[config.mk]
export PLATFORM = sky130hd
export DESIGN_NAME = huffman_stream_decoder
export DESIGN_NICKNAME = d
export VERILOG_FILES = /design/src/rtl/huffman_stream_decoder.sv
export SDC_FILE = /design/constraint.sdc
export NUM_CORES = 1
export LEC_CHECK = 0
export ABC_AREA = 1
export CAP_MARGIN = 20
export CORE_MARGIN = 2
export CORE_UTILIZATION = 40
export CTS_CLUSTER_DIAMETER = 60
export DETAILED_ROUTE_END_ITERATION = 8
export PLACE_DENSITY = 0.66
export SLEW_MARGIN = 25
export SYNTH_ARGS = -nofsm -noshare
export SYNTH_HDL_FRONTEND = slang
export SYNTH_SLANG_ARGS = --single-unit
[constraint.sdc]
create_clock -name clk -period 1.8 [get_ports clk]
set_input_delay 0.36 -clock clk [delete_from_list [all_inputs] [get_ports clk]]
set_output_delay 0.36 -clock clk [all_outputs]
set_load 0.01 [all_outputs]
[src/rtl/huffman_stream_decoder.sv]
// rtl/huffman_stream_decoder.sv - buffered bit-serial Huffman tree walker with backpressured symbol output
module huffman_stream_decoder #(
    parameter int NUMCODES = 288,
    parameter int OUTWIDTH = 10,
    parameter int INWIDTH  = 8,
    parameter int MAXLEN   = 15,
    localparam int AW = $clog2(2 * NUMCODES),
    localparam int LW = $clog2(MAXLEN + 1),
    localparam int CW = $clog2(2 * INWIDTH + 1)
) (
    input  logic                clk,
    input  logic                rstn,
    input  logic                istart,
    input  logic                in_valid,
    output logic                in_ready,
    input  logic [INWIDTH-1:0]  in_data,
    output logic                out_valid,
    input  logic                out_ready,
    output logic [OUTWIDTH-1:0] out_code,
    output logic [LW-1:0]       out_len,
    output logic                err,
    output logic [CW-1:0]       bit_cnt,
    output logic [AW-1:0]       rdaddr,
    input  logic [OUTWIDTH-1:0] rddata
);
    localparam int NW = AW - 1;
    localparam int BW = 2 * INWIDTH;
    localparam logic [OUTWIDTH-1:0] NC   = OUTWIDTH'(NUMCODES);
    localparam logic [LW-1:0]       MAXD = LW'(MAXLEN);
    localparam logic [CW-1:0]       INW  = CW'(INWIDTH);

    typedef enum logic [1:0] {
        S_IDLE,
        S_WALK,
        S_ERR
    } state_t;

    state_t        state;
    logic [BW-1:0] bits;
    logic [NW-1:0] node;
    logic [LW-1:0] depth;
    logic [AW-1:0] addr_q;

    logic          stall;
    logic          leaf;
    logic          eval;
    logic          eval_err;
    logic          issue;
    logic          accept;
    logic [NW-1:0] node_cur;
    logic [LW-1:0] depth_cur;
    logic [BW-1:0] bits_left;
    logic [BW-1:0] bits_next;
    logic [CW-1:0] cnt_left;
    logic [CW-1:0] cnt_next;

    // A word is only taken when it is guaranteed to fit above the buffered bits.
    assign in_ready = (bit_cnt <= INW) && !err && !istart;
    assign accept   = in_valid && in_ready;

    // Walk decision: evaluate the returned entry, pick the next node and drive the table address.
    always_comb begin
        stall     = out_valid && !out_ready;
        leaf      = rddata < NC;
        eval      = (state == S_WALK) && !stall;
        eval_err  = eval && !leaf && (depth == MAXD);
        node_cur  = node;
        depth_cur = depth;
        if (state == S_WALK) begin
            node_cur  = leaf ? '0 : NW'(rddata - NC);
            depth_cur = leaf ? '0 : depth;
        end
        issue = (state != S_ERR) && !istart && !stall && !eval_err && (bit_cnt != '0);
        // Holding the last address while idle or stalled keeps rddata valid for re-evaluation.
        rdaddr = issue ? {node_cur, bits[0]} : addr_q;
    end

    // Buffer update: drop the consumed bit, then append an accepted word above what remains.
    always_comb begin
        bits_left = issue ? (bits >> 1) : bits;
        cnt_left  = bit_cnt - CW'(issue);
        bits_next = bits_left;
        cnt_next  = cnt_left;
        if (accept) begin
            bits_next = bits_left | (BW'(in_data) << cnt_left);
            cnt_next  = cnt_left + INW;
        end
    end

    // Bit buffer registers; restart flushes every buffered bit.
    always_ff @(posedge clk or negedge rstn) begin
        if (!rstn) begin
            bits    <= '0;
            bit_cnt <= '0;
        end else if (istart) begin
            bits    <= '0;
            bit_cnt <= '0;
        end else begin
            bits    <= bits_next;
            bit_cnt <= cnt_next;
        end
    end

    // Walker state, symbol output register and sticky error.
    always_ff @(posedge clk or negedge rstn) begin
        if (!rstn) begin
            state     <= S_IDLE;
            node      <= '0;
            depth     <= '0;
            addr_q    <= '0;
            out_valid <= 1'b0;
            out_code  <= '0;
            out_len   <= '0;
            err       <= 1'b0;
        end else if (istart) begin
            state     <= S_IDLE;
            node      <= '0;
            depth     <= '0;
            out_valid <= 1'b0;
            err       <= 1'b0;
        end else begin
            if (out_valid && out_ready) begin
                out_valid <= 1'b0;
            end
            // A leaf completing in the handshake cycle reloads the register without a gap.
            if (eval && leaf) begin
                out_valid <= 1'b1;
                out_code  <= rddata;
                out_len   <= depth;
            end
            if (eval_err) begin
                state <= S_ERR;
                err   <= 1'b1;
                node  <= '0;
                depth <= '0;
            end else if (issue) begin
                addr_q <= rdaddr;
                node   <= node_cur;
                depth  <= depth_cur + LW'(1);
                state  <= S_WALK;
            end else if (eval) begin
                // Starved mid-code: park on the current node so the walk resumes there.
                node  <= node_cur;
                depth <= depth_cur;
                state <= S_IDLE;
            end
        end
    end
endmodule

== Word-level counts from Yosys, hierarchy flattened ==
Index checks and enable logic that the tools add are counted.
Cells by class
  multiplexer cells: 27
  $add $sub $neg: 4
  eq/ne operators: 3
  $lt $le $gt $ge: 2
  shifts and indexed selects: 1
  reductions and logical operators: 25
  bitwise operators: 3
Operator list (count)
  9-bit 2-to-1 mux: 6
  16-bit 2-to-1 mux: 3
  4-bit 2-to-1 mux: 6
  16-bit bitwise OR: 1
  8-bit by 5-bit left shift with 16-bit output: 1
  1-bit logical AND: 13
  10-bit by 9-bit < comparator with 1-bit output (second input constant): 1
  10-bit 2-to-1 mux: 1
  5-bit 2-to-1 mux: 2
  9-bit subtractor (second input constant): 1
  2-bit 2-to-1 mux: 4
  1-bit logical NOT: 6
  5-bit by 4-bit adder with 5-bit output (second input constant): 1
  5-bit by 4-bit less-or-equal comparator with 1-bit output (second input constant): 1
  1-bit 2-to-1 mux: 5
  5-bit nonzero test: 1
  5-bit by 1-bit subtractor with 5-bit output: 1
  4-bit by 1-bit adder with 4-bit output (second input constant): 1
  4-bit == test (second input constant): 1
  4-bit nonzero test: 1
  3-bit AND reduction: 1
  3-bit nonzero test: 1
  2-bit by 1-bit == test with 1-bit output (second input constant): 1
  2-bit inequality test (second input constant): 1
  other kinds (3): 4
Word-level totals
  input port bits: 23
  register bits after elaboration: 62

== Depth between registers and ports, before layout ==
  word-level depth: 14
  mapped depth: 16

== Least setup slack after synthesis ==
Ideal clock, no wire load.
  kind: flip-flop to output port
  from: register bit_cnt[1]
  to: output port rdaddr[2]
  cell stages (with the launch flop): 10
  setup slack: -124 ps
  data arrival time: 1564 ps
  data required time: 1440 ps
  cell sequence: dfrtp_1 > nor2_1 > nand2_1 > nor2_2 > nand2_4 > nand3_2 > buf_6 > clkbuf_1 > nand2_1 > o21ai_0
Between the ends
  longest elaborated chain between the ends: 3
RTL lines
  from (decl): RTL line 22  | output logic [CW-1:0] bit_cnt,
  from (signal assigned): RTL line 100  | bit_cnt <= cnt_next;
  5-bit nonzero test: RTL line 73  | issue = (state != S_ERR) && !istart && !stall && !eval_err && (bit_cnt != '0);
  1-bit logical AND: RTL line 73
  10-bit 2-to-1 mux: RTL line 75  | rdaddr = issue ? {node_cur, bits[0]} : addr_q;
  to (decl): RTL line 23  | output logic [AW-1:0] rdaddr,
No other way between the ends.

== Worst setup path after layout ==
  from: register bit_cnt[0]
  to: output port rdaddr[7]
The elaborated chain is that of the path after synthesis.

==> results.ini <==
[status]
outcome=complete, but fails checks
violations=setup timing

[placement]
io_buffers=54
hpwl_mm=6.62
place_congestion=0.899
dpl-instance-area_um2=4540
dp_cells=635

[yosys]
synthSimpleGateAreaFrac_pct=25.2
synth_fp_nets=449
synth_mux_area_share_pct=3.87
yosys.area.top_type=dfrtp_1
syn_inst=424
synth_top_family_by_area=simple AND/OR/NAND/NOR gates
synthXorXnorAreaFrac_pct=0.775
synth_cell_types=31
synth.area.top_cells=dfrtp_1 46%, nand2_1 11%, inv_1 6.3%
yosysSeqAreaShare_pct=45.7
synth_adder_area_share_pct=0.738
synth_area_per_cell_um2=8.00
synth_top_area_share_pct=45.7
netlist_area_um2=3390
synth_compound_area_share_pct=14.5
synth-seq-cells=62
yosysWarningCount=0

[power_and_ir_drop]
irDropWorstVdd_uv=1120
p_per_area_nw_per_um2=1980
leakage_nw=2.96
total_power_mw=11.9

[cells_and_area]
fin_cells=700
layout-drive-gt1-share_pct=48.4
diodes=0
fin_nets=615
final_common_cell=buf_4
fin_area_um2=6000
nFillCells=541
fin_util_pct=73.1
synthToLayoutAreaGrowth_pct=77.0
layout_common_cells=82 x buf_4, 61 x dfrtp_1, 57 x nand2_1

[setup_path]
crit_family=simple AND/OR/NAND/NOR gates
cp_num_buf_inv=3
end_kind=output pin
cp_cell_sequence=nor2_2 > nand2_2 > nor2_4 > nand2_4 > nand3_4 > buf_12 > buf_16 > nand2_4 > o21ai_2 > buf_2
crit_type=flop to output pin
cp.arrival_ns=1.87
crit_top_cell=nand2_4
cpMaxStageDelayCell=dfrtp_1
required_ns=1.44
path_max_fanout=8
start_kind=flop
max_stage_delay_ns=0.41

[route]
vias_per_cell=5.44
num_vias=3808
drc=0
ant_nets=0
totalWireLength_mm=12.6
first_pass_iters=7
drt_iter0_drc=174
wl_per_cell_um=18.0

[clock_tree]
cts_buffer_depth=2
holdBufCountCts=0
insertion_delay_ns=0.35
h-tree-depth=3
cts_tree=done
cts_root_buffer=clkbuf_8
numCtsBuffers=9
clkSlewWorstSetupHoldPaths_ns=0.07
clock_sinks=62

[grt]
track_usage_pct=24.8
grt_max_degree=63
grt_pass1_wl_mm=17.5
antenna_found_initial=0
grt_pass1_vias=3715
grt_overflow=0

[timing]
worst_slack_ns=-0.429
timing.fmax_mhz=449
setup_violations=44
slew_headroom_pct=76.9
fin_worst_skew_ns=0.0139
fin_crit_ns=2.23
worst_pin_slew_ns=0.344
timing.hold.ws_ns=0.0203
fin_crit_sh_pct=124
drv_slew=0
final_hold_viol_count=0
rsz0062_at_grt=true

[die]
dieArea_um2=9230
start_util_pct=41.3
rows=33
core_area_um2=8220
die_height_um=96.1
die_w_um=96.1
ios=55

[hold_path]
hp-class=input port to asynchronous set/reset pin

[run]
drv_cap=0

## flip-flops by register name, summed over array words and instances, names as in the netlist
signal	cells
bits	16
addr_q	10
out_code	10
node	9
bit_cnt	5
depth	4
out_len	4
state	2
err	1
out_valid	1
## cell type report
cell class,count,area [um^2],share of cell area [%]
repair buffers,170,1670,27.8
clock buffers,10,138,2.29
multi-input cells,290,2220,37.0
flip-flops and latches,62,1550,25.9
clock inverters,6,68.8,1.15
well taps,105,131,2.19
inverters,57,226,3.77
## what timing repair did
action                                  4_1_cts  5_1_grt
pin swaps                                    37       37
endpoints found under the setup margin       50       59
resized for setup                           170       86
buffers inserted                             48        9
gates cloned                                  5        3
## cell families (layout without fill, tap and decap cells)
family | count (synthesis) | after routing
and+or+nand+nor | 181 | 183
muxes | 13 | 13
adders and majority gates | 2 | 2
AOI/OAI and AO/OA | 89 | 89
DFF | 62 | 62
xor gates and xnor gates | 3 | 3
buffers and inverters | 74 | 243
## stage by stage
| stage | setup slack [ns] | TNS [ns] |
|---|---|---|
| final | -0.429 | -10.85 |
| after CTS | -0.346 | -7.58 |
| after detailed placement | -0.916 | -37.01 |
| after floorplan | -0.00970 | -0.00970 |
| after global placement | -0.893 | -35.77 |
| after global routing | -0.476 | -13.17 |
## synthesized netlist by cell type
library cell / count
a21boi_0: 1
a21oi_1: 17
a21oi_2: 2
a31oi_1: 3
and2_0: 1
buf_2: 3
buf_6: 4
clkbuf_1: 10
dfrtp_1: 62
ha_1: 2
inv_1: 57
mux2_2: 1
mux2i_1: 12
nand2_1: 103
nand2_2: 11
nand2_4: 3
nand3_1: 35
nand3_2: 1
nand3b_1: 1
nand4_1: 4
nand4_4: 1
nor2_1: 10
nor2_2: 6
nor2_4: 3
nor3_1: 2
o21ai_0: 40
o21ai_1: 2
o21ai_2: 1
o21bai_1: 1
o22ai_1: 22
xnor2_1: 3
## per-layer routing
| metal | up-vias | wire (um) | global-route usage [%] |
|---|---|---|---|
| met5 | - | 0 | 0 |
| met4 | 0 | 756 | 9.88 |
| met3 | 63 | 829 | 5.09 |
| met2 | 198 | 6350 | 45.2 |
| met1 | 1807 | 4690 | 28.0 |
| li1 | 1740 | - | - |
## power breakdown
| part | internal (mW) | switching, mW | leakage (nW) |
|---|---|---|---|
| Clock | 0.685 | 0.624 | 0.103 |
| Combinational | 3.99 | 4.47 | 2.02 |
| Sequential | 1.84 | 0.266 | 0.831 |
| Total | 6.52 | 5.36 | 2.96 |
## final timing paths
| check | from | to | slack [ns] | cells after the start |
|---|---|---|---|---|
| worst max-delay path | bit_cnt[0]$_DFF_PN0_ | rdaddr[7] | -0.43 | 10 |
| worst min-delay path | rstn | out_code[9]$_DFFE_PN0P_ | 0.02 | 2 |
| worst max register to register | bit_cnt[0]$_DFF_PN0_ | bits[10]$_DFF_PN0_ | -0.37 | 16 |
| worst min register to register | out_code[9]$_DFFE_PN0P_ | out_code[9]$_DFFE_PN0P_ | 0.47 | 2 |
| max in group asynchronous | rstn | addr_q[0]$_DFFE_PN0P_ | 1.49 | 2 |
| min in group clk | out_code[9]$_DFFE_PN0P_ | out_code[9]$_DFFE_PN0P_ | 0.47 | 2 |
(Power assumes the default switching activity.)
